<file path="src/rtl/logcap_pkg.sv">
// logcap_pkg: shared definitions for the logic capture command engine.
//   - capture core function codes
//   - status bit positions
//   - command engine FSM state type
//   - burst length normalisation helper
package logcap_pkg;

  // Function codes understood by the capture core
  localparam logic [7:0] FC_NOP              = 8'h00;
  localparam logic [7:0] FC_START            = 8'h01;
  localparam logic [7:0] FC_ABORT            = 8'h02;
  localparam logic [7:0] FC_TRIG_CFG         = 8'h03;
  localparam logic [7:0] FC_BUF_CFG          = 8'h04;
  localparam logic [7:0] FC_READ_TRACE_DATA  = 8'h05;
  localparam logic [7:0] FC_READ_TRACE_SIZE  = 8'h06;
  localparam logic [7:0] FC_READ_TRIG_SAMPLE = 8'h07;
  localparam logic [7:0] FC_ACK              = 8'h08;
  localparam logic [7:0] FC_RESET            = 8'h09;

  // Status bit positions
  localparam int ST_IDLE_BIT = 0;
  localparam int ST_ACK_BIT  = 3;

  typedef enum logic [2:0] {
    S_IDLE       = 3'd0,
    S_DRIVE      = 3'd1,
    S_WAIT_ACK   = 3'd2,
    S_ACK_STROBE = 3'd3,
    S_WAIT_CLR   = 3'd4,
    S_RSP        = 3'd5
  } state_e;

  // A burst of zero still issues the command once
  function automatic logic [15:0] burst_norm(input logic [15:0] b);
    return (b == 16'd0) ? 16'd1 : b;
  endfunction

endpackage

</file>
<file path="src/rtl/logcap_ack_timer.sv">
// logcap_ack_timer: loadable saturating wait counter.
//   clk, resetn : clock, asynchronous active-low reset
//   i_clear     : reset the count to zero (has priority over i_inc)
//   i_inc       : count one more waiting cycle (saturates at LIMIT)
//   o_last      : the count is LIMIT-1, so the current waiting cycle is
//                 the LIMIT-th one and the wait expires on this edge
module logcap_ack_timer #(
  parameter int LIMIT = 1024,
  parameter int CW    = $clog2(LIMIT + 1)
) (
  input  logic clk,
  input  logic resetn,
  input  logic i_clear,
  input  logic i_inc,
  output logic o_last
);

  localparam logic [CW-1:0] LAST_VAL = CW'(LIMIT - 1);
  localparam logic [CW-1:0] MAX_VAL  = CW'(LIMIT);

  logic [CW-1:0] r_count;

  always_ff @(posedge clk or negedge resetn) begin
    if (!resetn) begin
      r_count <= '0;
    end else if (i_clear) begin
      r_count <= '0;
    end else if (i_inc && (r_count != MAX_VAL)) begin
      r_count <= r_count + 1'b1;
    end
  end

  assign o_last = (r_count == LAST_VAL);

endmodule

</file>
<file path="src/rtl/logcap_cmd_engine.sv">
// logcap_cmd_engine: hub-side command engine for the logic capture core.
// Takes host requests (cmd, register payload, burst count), issues the
// command to the core, waits for ack, acknowledges it with CMD_ACK, and
// returns the core's output registers as one response per repetition.
//
// Host request  : req_valid/req_ready, req_cmd, req_regs, req_burst
// Host response : rsp_valid/rsp_ready, rsp_data, rsp_status, rsp_timeout,
//                 rsp_last
// Capture core  : command, commandStrobe, reg_in_bus, reg_out_bus, status
// Misc          : core_idle (registered status[IDLE_BIT]),
//                 o_dbg_state (current FSM state)
//
// Handshakes: a transfer happens on a rising clk edge where valid and ready
// are both high. Once rsp_valid is high, all rsp_* outputs stay stable until
// that transfer; req_ready is only high in IDLE, so req_valid elsewhere is
// ignored.
module logcap_cmd_engine
  import logcap_pkg::*;
#(
  parameter int         NUM_REGS     = 8,
  parameter int         REG_W        = 8,
  parameter int         ACK_TIMEOUT  = 1024,
  parameter int         ACK_BIT      = ST_ACK_BIT,
  parameter int         IDLE_BIT     = ST_IDLE_BIT,
  parameter logic [7:0] CMD_ACK_CODE = FC_ACK
) (
  input  logic                      clk,
  input  logic                      resetn,
  input  logic                      req_valid,
  output logic                      req_ready,
  input  logic [7:0]                req_cmd,
  input  logic [NUM_REGS*REG_W-1:0] req_regs,
  input  logic [15:0]               req_burst,
  output logic                      rsp_valid,
  input  logic                      rsp_ready,
  output logic [NUM_REGS*REG_W-1:0] rsp_data,
  output logic [7:0]                rsp_status,
  output logic                      rsp_timeout,
  output logic                      rsp_last,
  output logic [7:0]                command,
  output logic                      commandStrobe,
  output logic [NUM_REGS*REG_W-1:0] reg_in_bus,
  input  logic [NUM_REGS*REG_W-1:0] reg_out_bus,
  input  logic [7:0]                status,
  output logic                      core_idle,
  output logic [2:0]                o_dbg_state
);

  localparam int DW = NUM_REGS * REG_W;

  state_e          r_state;
  logic [7:0]      r_cmd;
  logic [DW-1:0]   r_reg_in;
  logic [15:0]     r_burst_rem;
  logic [7:0]      r_command;
  logic            r_strobe;
  logic            r_req_ready;
  logic            r_rsp_valid;
  logic [DW-1:0]   r_rsp_data;
  logic [7:0]      r_rsp_status;
  logic            r_rsp_timeout;
  logic            r_rsp_last;
  logic            r_core_idle;

  logic w_ack;
  logic w_tmr_clear;
  logic w_tmr_inc;
  logic w_tmr_last;

  assign w_ack = status[ACK_BIT];

  // The counter is zeroed in the single-cycle strobe states, so every wait
  // (for ack, then for ack to drop) starts from zero.
  assign w_tmr_clear = (r_state == S_DRIVE) || (r_state == S_ACK_STROBE);
  assign w_tmr_inc   = ((r_state == S_WAIT_ACK) && !w_ack) ||
                       ((r_state == S_WAIT_CLR) &&  w_ack);

  logcap_ack_timer #(
    .LIMIT (ACK_TIMEOUT)
  ) u_ack_timer (
    .clk     (clk),
    .resetn  (resetn),
    .i_clear (w_tmr_clear),
    .i_inc   (w_tmr_inc),
    .o_last  (w_tmr_last)
  );

  always_ff @(posedge clk or negedge resetn) begin
    if (!resetn) begin
      r_core_idle <= 1'b0;
    end else begin
      r_core_idle <= status[IDLE_BIT];
    end
  end

  // Outputs are registered and set on the transition into the state where
  // they apply, so the strobe is visible for exactly the DRIVE/ACK_STROBE
  // cycle.
  always_ff @(posedge clk or negedge resetn) begin
    if (!resetn) begin
      r_state       <= S_IDLE;
      r_cmd         <= FC_NOP;
      r_reg_in      <= '0;
      r_burst_rem   <= 16'd0;
      r_command     <= FC_NOP;
      r_strobe      <= 1'b0;
      r_req_ready   <= 1'b0;
      r_rsp_valid   <= 1'b0;
      r_rsp_data    <= '0;
      r_rsp_status  <= 8'h00;
      r_rsp_timeout <= 1'b0;
      r_rsp_last    <= 1'b0;
    end else begin
      case (r_state)
        S_IDLE: begin
          r_command <= FC_NOP;
          r_strobe  <= 1'b0;
          if (req_valid && r_req_ready) begin
            r_cmd         <= req_cmd;
            r_reg_in      <= req_regs;
            r_burst_rem   <= burst_norm(req_burst);
            r_command     <= req_cmd;
            r_strobe      <= 1'b1;
            r_req_ready   <= 1'b0;
            r_rsp_timeout <= 1'b0;
            r_rsp_last    <= 1'b0;
            r_state       <= S_DRIVE;
          end else begin
            r_req_ready <= 1'b1;
          end
        end

        S_DRIVE: begin
          r_strobe <= 1'b0;
          r_state  <= S_WAIT_ACK;
        end

        S_WAIT_ACK: begin
          if (w_ack) begin
            r_rsp_data    <= reg_out_bus;
            r_rsp_status  <= status;
            r_rsp_timeout <= 1'b0;
            r_command     <= CMD_ACK_CODE;
            r_strobe      <= 1'b1;
            r_state       <= S_ACK_STROBE;
          end else if (w_tmr_last) begin
            // Abort: the rest of the burst is dropped
            r_rsp_data    <= '0;
            r_rsp_status  <= status;
            r_rsp_timeout <= 1'b1;
            r_rsp_last    <= 1'b1;
            r_burst_rem   <= 16'd0;
            r_rsp_valid   <= 1'b1;
            r_state       <= S_RSP;
          end
        end

        S_ACK_STROBE: begin
          r_strobe <= 1'b0;
          r_state  <= S_WAIT_CLR;
        end

        S_WAIT_CLR: begin
          if (!w_ack) begin
            r_rsp_last  <= (r_burst_rem == 16'd1);
            r_rsp_valid <= 1'b1;
            r_state     <= S_RSP;
          end else if (w_tmr_last) begin
            r_rsp_data    <= '0;
            r_rsp_timeout <= 1'b1;
            r_rsp_last    <= 1'b1;
            r_burst_rem   <= 16'd0;
            r_rsp_valid   <= 1'b1;
            r_state       <= S_RSP;
          end
        end

        S_RSP: begin
          if (rsp_ready) begin
            r_rsp_valid <= 1'b0;
            if (r_burst_rem != 16'd0) begin
              r_burst_rem <= r_burst_rem - 16'd1;
            end
            if ((r_burst_rem > 16'd1) && !r_rsp_timeout) begin
              // Re-issue with the latched command and registers
              r_command <= r_cmd;
              r_strobe  <= 1'b1;
              r_state   <= S_DRIVE;
            end else begin
              r_command   <= FC_NOP;
              r_req_ready <= 1'b1;
              r_state     <= S_IDLE;
            end
          end
        end

        default: begin
          r_command   <= FC_NOP;
          r_strobe    <= 1'b0;
          r_rsp_valid <= 1'b0;
          r_req_ready <= 1'b0;
          r_state     <= S_IDLE;
        end
      endcase
    end
  end

  assign req_ready     = r_req_ready;
  assign rsp_valid     = r_rsp_valid;
  assign rsp_data      = r_rsp_data;
  assign rsp_status    = r_rsp_status;
  assign rsp_timeout   = r_rsp_timeout;
  assign rsp_last      = r_rsp_last;
  assign command       = r_command;
  assign commandStrobe = r_strobe;
  assign reg_in_bus    = r_reg_in;
  assign core_idle     = r_core_idle;
  assign o_dbg_state   = r_state;

endmodule

</file>
<file path="config.mk">
export PLATFORM = sky130hd
export DESIGN_NAME = logcap_cmd_engine
export DESIGN_NICKNAME = d
export VERILOG_FILES = /design/src/rtl/logcap_pkg.sv /design/src/rtl/logcap_ack_timer.sv /design/src/rtl/logcap_cmd_engine.sv
export SDC_FILE = /design/constraint.sdc
export NUM_CORES = 1
export LEC_CHECK = 0
export ABC_AREA = 0
export CORE_MARGIN = 3
export CORE_UTILIZATION = 41
export CTS_CLUSTER_SIZE = 20
export DETAILED_ROUTE_END_ITERATION = 12
export DONT_BUFFER_PORTS = 1
export PLACE_DENSITY_LB_ADDON = 0.3
export SYNTH_ARGS = -nofsm -noshare
export SYNTH_HDL_FRONTEND = slang
export SYNTH_SLANG_ARGS = --single-unit
export TNS_END_PERCENT = 50
</file>
<file path="constraint.sdc">
create_clock -name clk -period 3.2 [get_ports clk]
set_input_delay 0.16 -clock clk [delete_from_list [all_inputs] [get_ports clk]]
set_output_delay 0.16 -clock clk [all_outputs]
set_load 0.005 [all_outputs]
</file>
# After elaboration in Yosys (flattened, before gate mapping)
# Index checks and enable logic that the tools add are counted.
[word_totals]
reg_bits = 188
input_bits = 164
elab_cells = 119
[classes]
n_addsub = 2
order_cmp = 1
n_eq_ne = 16
mux = 51
bitwise = 4
n_reduce_logical = 31
[ops]
columns = ["cell", "n"]
rows = [
  ["64-bit two-way mux", 3],
  ["64-bit case mux with 2 select lines", 1],
  ["16-bit two-way mux", 7],
  ["16-bit case mux with 4 select lines", 1],
  ["8-bit two-way mux", 6],
  ["8-bit case mux with 4 select lines", 1],
  ["11-bit two-way mux", 2],
  ["1-bit two-way mux", 19],
  ["3-bit case mux with 6 select lines", 1],
  ["16-bit by 1-bit equality test with 1-bit output, second input constant", 1],
  ["16-bit by 1-bit greater-than comparator with 1-bit output, second input constant", 1],
  ["16-bit zero test", 1],
  ["2-bit != test, second input constant", 8],
  ["16-bit nonzero test", 1],
  ["16-bit by 1-bit subtractor with 16-bit output, second input constant", 1],
  ["3-bit two-way mux", 5],
  ["3-bit AND reduction", 5],
  ["11-bit by 1-bit adder with 11-bit output, second input constant", 1],
  ["11-bit by 10-bit equality test with 1-bit output, second input constant", 1],
  ["11-bit != test, second input constant", 1],
  ["1-bit case mux with 3 select lines", 3],
  ["1-bit case mux with 4 select lines", 2],
  ["2-bit AND reduction", 4],
  ["3-bit by 2-bit equality test with 1-bit output, second input constant", 2],
  ["other kinds (14)", 27],
]

# Depth between registers and ports, before layout
# Gate-level depths: netlist (run 1).
[logic_depth]
ltp_word = 6
ltp_mapped = 11

# Cells and area by module
# A second synthesis (run 1) with hierarchy kept.
[unflattened]
cells_unflattened = 781
hier_area_um2 = 7957.6
[by_module_without_submodules]
columns = ["mod", "n_inst", "cells_per_inst", "area_each_um2"]
rows = [
  ["logcap_cmd_engine", 1, 714, 7327.0],
  ["logcap_ack_timer", 1, 67, 630.6],
]

# Worst setup path after synthesis (run 1)
# OpenSTA, ideal clock, no wires.
[synth_timing]
path_kind = "flip-flop to flip-flop"
start = "register r_burst_rem[0]"
end = "register r_burst_rem[0]"
setup_time_ps = 125
t_arrival_ps = 2071
slack_ps = 1004
stages_incl_launch_ff = 11
n_path_buf = 3
period_less_slack_ps = 2196
path_cell_list = "dfrtp_1 > inv_1 > ha_1 > or3b_1 > clkbuf_1 > nor2_1 > and3_1 > buf_4 > or2_1 > buf_6 > mux2_4"
[synth_between]
elab_chain_len = 4
elab_cells_between_ends = 10
[synth_lines]
columns = ["item", "line_no", "source"]
rows = [
  ["start, declared", "logcap_cmd_engine.sv:54", "logic [15:0] r_burst_rem;"],
  ["start signal, assigned", "logcap_cmd_engine.sv:121", "r_burst_rem <= burst_norm(req_burst);"],
  ["start signal, assigned", "logcap_cmd_engine.sv:182", "r_burst_rem <= r_burst_rem - 16'd1;"],
  ["16-bit by 1-bit subtractor with 16-bit output", "logcap_cmd_engine.sv:182", ""],
  ["16-bit two-way mux", "logcap_cmd_engine.sv:181", "if (r_burst_rem != 16'd0) begin"],
  ["16-bit two-way mux", "logcap_cmd_engine.sv:179", "if (rsp_ready) begin"],
  ["16-bit case mux with 4 select lines", "logcap_cmd_engine.sv:114", "case (r_state)"],
]
# Parallel ways exist; a longest one is shown, timed or not. The select of a mux whose other input is x is not followed.
# A chain may end at the register's enable or synchronous reset.

# Worst setup path after layout (run 1)
[layout_timing]
start = "register r_burst_rem[0]"
end = "register r_burst_rem[6]"
# The elaborated chain is that of the path after synthesis.

==> results of run 1 <==
stage by stage:
stage,std cells,total power (W)
after floorplan,618,0.006512
after global placement,852,0.007254
after detailed placement,852,0.007398
after CTS,1044,0.009733
after global routing,1044,0.01030
final,1044,0.009691
layout make-up:
class                           instances  area share [%]
Sequential cell                       188           45.36
Multi-Input combinational cell        385           29.05
Timing Repair Buffer                  170           16.28
Clock buffer                           18           4.138
Tap cell                              260           3.136
Clock inverter                         14           1.713
Inverter                                9          0.3257
synth_stat cells (all sizes together), types with 6 or more instances:
library cell  instances
o31ai                 8
nor4                 13
inv                   9
a22oi                14
nor2                 36
nand2                20
xor2                  6
nand3                10
mux2                 80
o21ai                28
nor3                 11
a21oi                25
a22o                 64
dfrtp               188
clkbuf               23
buf                  13
state kept, by name (all words and copies together) (netlist names), 3 cells and up:
signal / count
r_cmd: 8
reg_in_bus: 64
u_ack_timer.r_count: 11
r_burst_rem: 16
o_dbg_state: 3
command: 8
rsp_data: 64
rsp_status: 8
layer usage:
metal  track usage (%)  vias to the layer above
li1                  -                     2620
met1             23.78                     2902
met2             34.98                      306
met3             6.277                       35
met4             7.315                        0
met5                 0                        -
critical path, stage by stage, from the launching register on:
cell and delay, ps:
dfrtp_1 460, inv_1 90, ha_1 220, or3b_1 480, nor2_1 240, and3_1 410, or2_1 360, buf_4 290
o221ai_1 150
final timing paths:
kind                       cells after the start            from              to
setup / recovery                               8  r_burst_rem[0]  r_burst_rem[6]
hold / removal                                 0          resetn    rsp_data[21]
setup reg to reg                               8  r_burst_rem[0]  r_burst_rem[6]
hold reg to reg                                1        r_cmd[0]        r_cmd[0]
max in group asynchronous                      0          resetn    rsp_data[38]
min in group clk                               3       rsp_ready       rsp_valid
cell families (layout without fill, tap and decap cells):
| logic type | Yosys count | in the layout | share of synthesized area (%) |
|---|---|---|---|
| flip-flops | 188 | 188 | 59.61 |
| AO/OA/AOI/OAI | 170 | 170 | 16.34 |
| adder cells (fa/ha/maj) | 4 | 4 | 0.6341 |
| multiplexers | 81 | 81 | 11.59 |
| XOR/XNOR | 8 | 8 | 0.8878 |
| AND/OR/NAND/NOR | 122 | 122 | 8.418 |
| buffers and inverters | 45 | 211 | 2.520 |
power groups by stage:
stage               combinational, W  clock [W]  sequential [W]
finish                       0.00296    0.00214         0.00458
global route                 0.00327    0.00230         0.00473
CTS                          0.00295    0.00221         0.00457
detailed placement           0.00281          0         0.00458
global placement             0.00267          0         0.00459
floorplan                    0.00234          0         0.00417
==> metrics.md, run 1 <==
| Metric | Value |
|---|---|
| Port Buffers | `0` |
| Hold_ws | `-580.7 ps` |
| Synthesized Nets | `786` |
| First-pass GRT wire length | `32,930 µm` |
| Flops & latches, synth | `188` |
| Post-synth ARST share | `100.0%` |
| R2r setup slk | `360 ps` |
| Sw Ratio | `36.64%` |
| Routed wire length | `21,980 µm` |
| GRT Total Usage | `20.24%` |
| VDD IR max | `0.3875 mV` |
| Synth top area cells | `dfrtp_1 60%, mux2_2 11%, a22o_1 7.1%` |
| Via density | `5.616` |
| Design area | `0.01037 mm²` |
| Critical-path maximum fanout | `10` |
| Top_reg_cell synth | `dfrtp_1` |
| Setup TNS | `0 ps` |
| Pre-antenna DRT Iters | `5` |
| Gr ovfl total | `0` |
| Met2 WL | `11,350 µm` |
| YS warnings | `0` |
| Leakage | `4.405 nW` |
| Final Hold Fails | `188` |
| Reg area | `0.004705 mm²` |
| Met3 WL post-DR | `1840 µm` |
| DR DRC count | `0` |
| Initial Util | `41.91%` |
| Pwr dens | `934.3 mW/mm²` |
| Vias in the first global route | `6,070` |
| RSZ-0062 raised after global routing | `no` |
| Setup ws final | `363.5 ps` |
| H-tree depth | `4` |
| Post-DR wirelength/cell | `21.05 µm` |
| Min-Delay Path Class | `input pin to asynchronous set/reset pin` |
| I/O pin cnt | `317` |
| Pint | `0.006141 W` |
| Dpl ws | `468.0 ps` |
| Final min period | `2837 ps` |
| Psw | `0.003550 W` |
| DP HPWL | `14,210 µm` |
| Crit end category | `flop` |
| Slew HR | `47.58%` |
| CTS Hold Bufs | `160` |
| Root buf cell | `clkbuf_16` |
| Crit start category | `flop` |
| Met1 Routed Length | `8314 µm` |
| Max cap viols | `0` |
| Maximum clock rate | `0.3525 GHz` |
| Kind of critical path | `flop to flop` |
| Syn Inst Count | `618` |
| Outcome | `complete, but fails checks` |
| Std cell rows | `50` |
| Die area | `0.02095 mm²` |
| Mapped cell area | `0.007893 mm²` |
| Fin nets | `939` |
| Register area share after synthesis | `59.61%` |
| CP arrival | `3130 ps` |
| DP Area | `0.008164 mm²` |
| Reg clk slew, reported paths | `80 ps` |
| Top sig layer | `met4` |
| Number of synthesized flops with an enable pin | `0` |
| Cell taking the most area after synthesis | `dfrtp_1` |
| N_diodes | `0` |
| Die Width | `144.7 µm` |
| DIE HEIGHT | `144.7 µm` |
| Req. time, crit path | `3490 ps` |
| Clock latency at the later pin of the worst-skew pair | `430 ps` |
| Post-CTS sizing | `0` |
| Clk sinks | `188` |
| Post-CTS Setup Bufs | `0` |
| Worst Max-Slew Pin Slew | `779.1 ps` |
| Commonest non-fill, non-tap cell in the layout | `dfrtp_1` |
| Final period util | `88.64%` |
| Antenna-violating nets left | `0` |
| Core Region | `0.01883 mm²` |
| Avg Inst Size Synth | `12.77 µm²` |
| Area Overhead vs Synth | `31.42%` |
| Final core utilization | `55.08%` |
| Yosys cell types | `59` |
| Area occupied by multi-input gates | `0.003013 mm²` |
| Clock Skew | `12.72 ps` |
| Commonest non-fill, non-tap cells in the layout | `188 x dfrtp_1, 160 x dlygate4sd3_1, 79 x mux2_2, 64 x a22o_1, 34 x nor2_1` |
| Iteration-0 DRC Markers | `350` |
| Fin. max-slew vios | `0` |
| Failing checks | `hold timing` |
| Final setup vio count | `0` |
| Largest net degree at the start of global routing | `189` |
| Comb pwr share | `30.6%` |
| Fillers | `1,487` |
| Clk pwr share | `22.1%` |
| Share of layout cells above drive strength 1 | `18.24%` |
| Initial antenna violation count | `0` |
| CTS tree | `built` |
| Num CTS Buffers | `17` |
| Seq pwr share | `47.3%` |
| Gpl congestion | `0.9105` |
| Top-area cell type share of the netlist area | `59.61%` |
| Bufs on Longest Clock Path | `2` |
| Via Count | `5,863` |
No activity file was read; power rests on OpenSTA's default activity.
==> run 2: changes to the inputs <==
Settings changed: MAX_ROUTING_LAYER set to met4.
==> run 2 against run 1 <==
Effect of this change: setup slack gained 69 ps; combinational power hardly changed; critical path type unchanged; hold slack improved by 8.8 ps; critical endpoint unchanged; sequential cell count unchanged; the run still ends with hold timing left; clock-buffer cell count decreased by 1; routed wire length fell by 1.1%; design area up 0.18%.
==> metrics.md, run 2 (synthesis gave the netlist of run 1 again) <==
| Metric | Value |
|---|---|
| Outcome | `complete, but fails checks (unchanged)` |
| Failing checks | `hold timing (unchanged)` |
| CP arrival | `3050 ps (was 3130 ps)` |
| Worst Max-Slew Pin Slew | `674.4 ps (was 779.1 ps)` |
| Gpl congestion | `0.9174 (was 0.9105)` |
| DP HPWL | `14,090 µm (was 14,210 µm)` |
| Final setup vio count | `0 (unchanged)` |
| Req. time, crit path | `3490 ps (about the same)` |
| Core Region | `0.01883 mm² (unchanged)` |
| Slew HR | `54.79% (was 47.58%)` |
| H-tree depth | `4 (unchanged)` |
| Initial Util | `41.91% (unchanged)` |
| Port Buffers | `0 (unchanged)` |
| Die Width | `144.7 µm (unchanged)` |
| Fin. max-slew vios | `0 (unchanged)` |
| Pwr dens | `941.0 mW/mm² (was 934.3 mW/mm²)` |
| Largest net degree at the start of global routing | `189 (unchanged)` |
| Routed wire length | `21,740 µm (was 21,980 µm)` |
| Area Overhead vs Synth | `31.66% (was 31.42%)` |
| N_diodes | `0 (unchanged)` |
| Kind of critical path | `flop to flop (unchanged)` |
| Bufs on Longest Clock Path | `2 (unchanged)` |
| Hold_ws | `-572.0 ps (was -580.7 ps)` |
| Final min period | `2768 ps (was 2837 ps)` |
| DR DRC count | `0 (unchanged)` |
| Final core utilization | `55.18% (was 55.08%)` |
| Pre-antenna DRT Iters | `5 (unchanged)` |
| Final period util | `86.50% (was 88.64%)` |
| Final Hold Fails | `188 (unchanged)` |
| Commonest non-fill, non-tap cells in the layout | `188 x dfrtp_1, 159 x dlygate4sd3_1, 79 x mux2_2, 64 x a22o_1, 34 x nor2_1 (was 188 x dfrtp_1, 160 x dlygate4sd3_1, 79 x mux2_2, 64 x a22o_1, 34 x nor2_1)` |
| Clock Skew | `10.54 ps (was 12.72 ps)` |
| Root buf cell | `clkbuf_16 (unchanged)` |
| Via Count | `5,847 (was 5,863)` |
| CTS tree | `built (unchanged)` |
| Fin nets | `939 (unchanged)` |
| Maximum clock rate | `0.3613 GHz (was 0.3525 GHz)` |
| Initial antenna violation count | `0 (unchanged)` |
| Clk sinks | `188 (unchanged)` |
| Iteration-0 DRC Markers | `360 (was 350)` |
| DIE HEIGHT | `144.7 µm (unchanged)` |
| Critical-path maximum fanout | `10 (unchanged)` |
| Reg2reg start | `r_burst_rem[0] (unchanged)` |
| Min-Delay Path Class | `input pin to asynchronous set/reset pin (unchanged)` |
| Die area | `0.02095 mm² (unchanged)` |
| Crit start category | `flop (unchanged)` |
| Post-CTS sizing | `0 (unchanged)` |
| Leakage | `4.413 nW (was 4.405 nW)` |
| I/O pin cnt | `317 (unchanged)` |
| Gr ovfl total | `0 (unchanged)` |
| First-pass GRT wire length | `32,460 µm (was 32,930 µm)` |
| Commonest non-fill, non-tap cell in the layout | `dfrtp_1 (unchanged)` |
| Num CTS Buffers | `17 (unchanged)` |
| GRT Total Usage | `20.42% (was 20.24%)` |
| Setup crit start | `r_burst_rem[0] (unchanged)` |
| Reg clk slew, reported paths | `70 ps (was 80 ps)` |
| Post-DR wirelength/cell | `20.85 µm (was 21.05 µm)` |
| CTS Hold Bufs | `159 (was 160)` |
| Clock latency at the later pin of the worst-skew pair | `420 ps (was 430 ps)` |
| Post-CTS Setup Bufs | `0 (unchanged)` |
| RSZ-0062 raised after global routing | `no (unchanged)` |
| VDD IR max | `0.4101 mV (was 0.3875 mV)` |
| Setup TNS | `0 ps (unchanged)` |
| Via density | `5.606 (was 5.616)` |
| Antenna-violating nets left | `0 (unchanged)` |
| Share of layout cells above drive strength 1 | `18.39% (was 18.24%)` |
| Vias in the first global route | `6,055 (was 6,070)` |
| Crit end category | `flop (unchanged)` |
| Std cell rows | `50 (unchanged)` |
| Max cap viols | `0 (unchanged)` |
[run 2: changes by cell type in the layout (fill, tap and decap cells not counted), sizes merged]
cell,before,now
clkbuf,18,17
inv,17,15
dlygate4sd3,160,159
bufinv,1,3
clkinv,5,4
clkinvlp,0,1
buf,10,11
[run 2: cell type report]
| type | count | area, µm² |
|---|---|---|
| Clock buffer | 17 | 425.4 |
| Tap cell | 260 | 325.3 |
| Sequential cell | 188 | 4705 |
| Inverter | 9 | 33.78 |
| Multi-Input combinational cell | 385 | 3013 |
| Clock inverter | 14 | 202.7 |
| Timing Repair Buffer | 170 | 1687 |
| Fill cell | 1484 | 8439 |
[run 2: final timing paths]
kind                       slack [ps]             end  cells past startpoint
min reg2reg                       510        r_cmd[7]                      1
min in group clk                   20  r_burst_rem[6]                      2
max                               430  r_burst_rem[6]                      8
max in group asynchronous        3370        r_cmd[4]                      0
min                              -570     rsp_data[5]                      0
max reg2reg                       430  r_burst_rem[6]                      8
[run 2: metal layers]
layer	up-vias	part of all wire, %	routed length [µm]	global-route usage (%)
met3	27	7.7	1677	5.915
met5	-	0	0	-
met4	0	2.0	427	6.038
li1	2622	-	-	-
met1	2895	38	8333	23.97
met2	303	52	11310	34.20
[run 2: critical path, cell delays in order (launching register included)]
cell and delay [ps]:
dfrtp_1 450, inv_1 90, ha_1 190, or3b_1 490, nor2_1 230, and3_1 380
or2_1 370, buf_4 290, o221ai_1 150
[run 2: metrics by stage]
step                instances  total power [W]  setup slack, ps  hold slack [ps]  instance area, µm²
floorplan                 618         0.006512             1004           -135.6                7893
global placement          853         0.007268            580.5           -130.7                8172
detailed placement        853         0.007386            491.2           -131.5                8172
CTS                      1043         0.009798            474.7           -592.7               10390
global route             1043          0.01039            291.0           -605.4               10390
finish                   1043         0.009778            432.1           -572.0               10390
[run 2: power breakdown]
part	internal (W)	leakage, nW	switching, W
sequential	0.00348	2.31	0.00109
clock	0.00126	0.305	0.000958
combinational	0.00154	1.80	0.00145
total	0.00628	4.41	0.00350
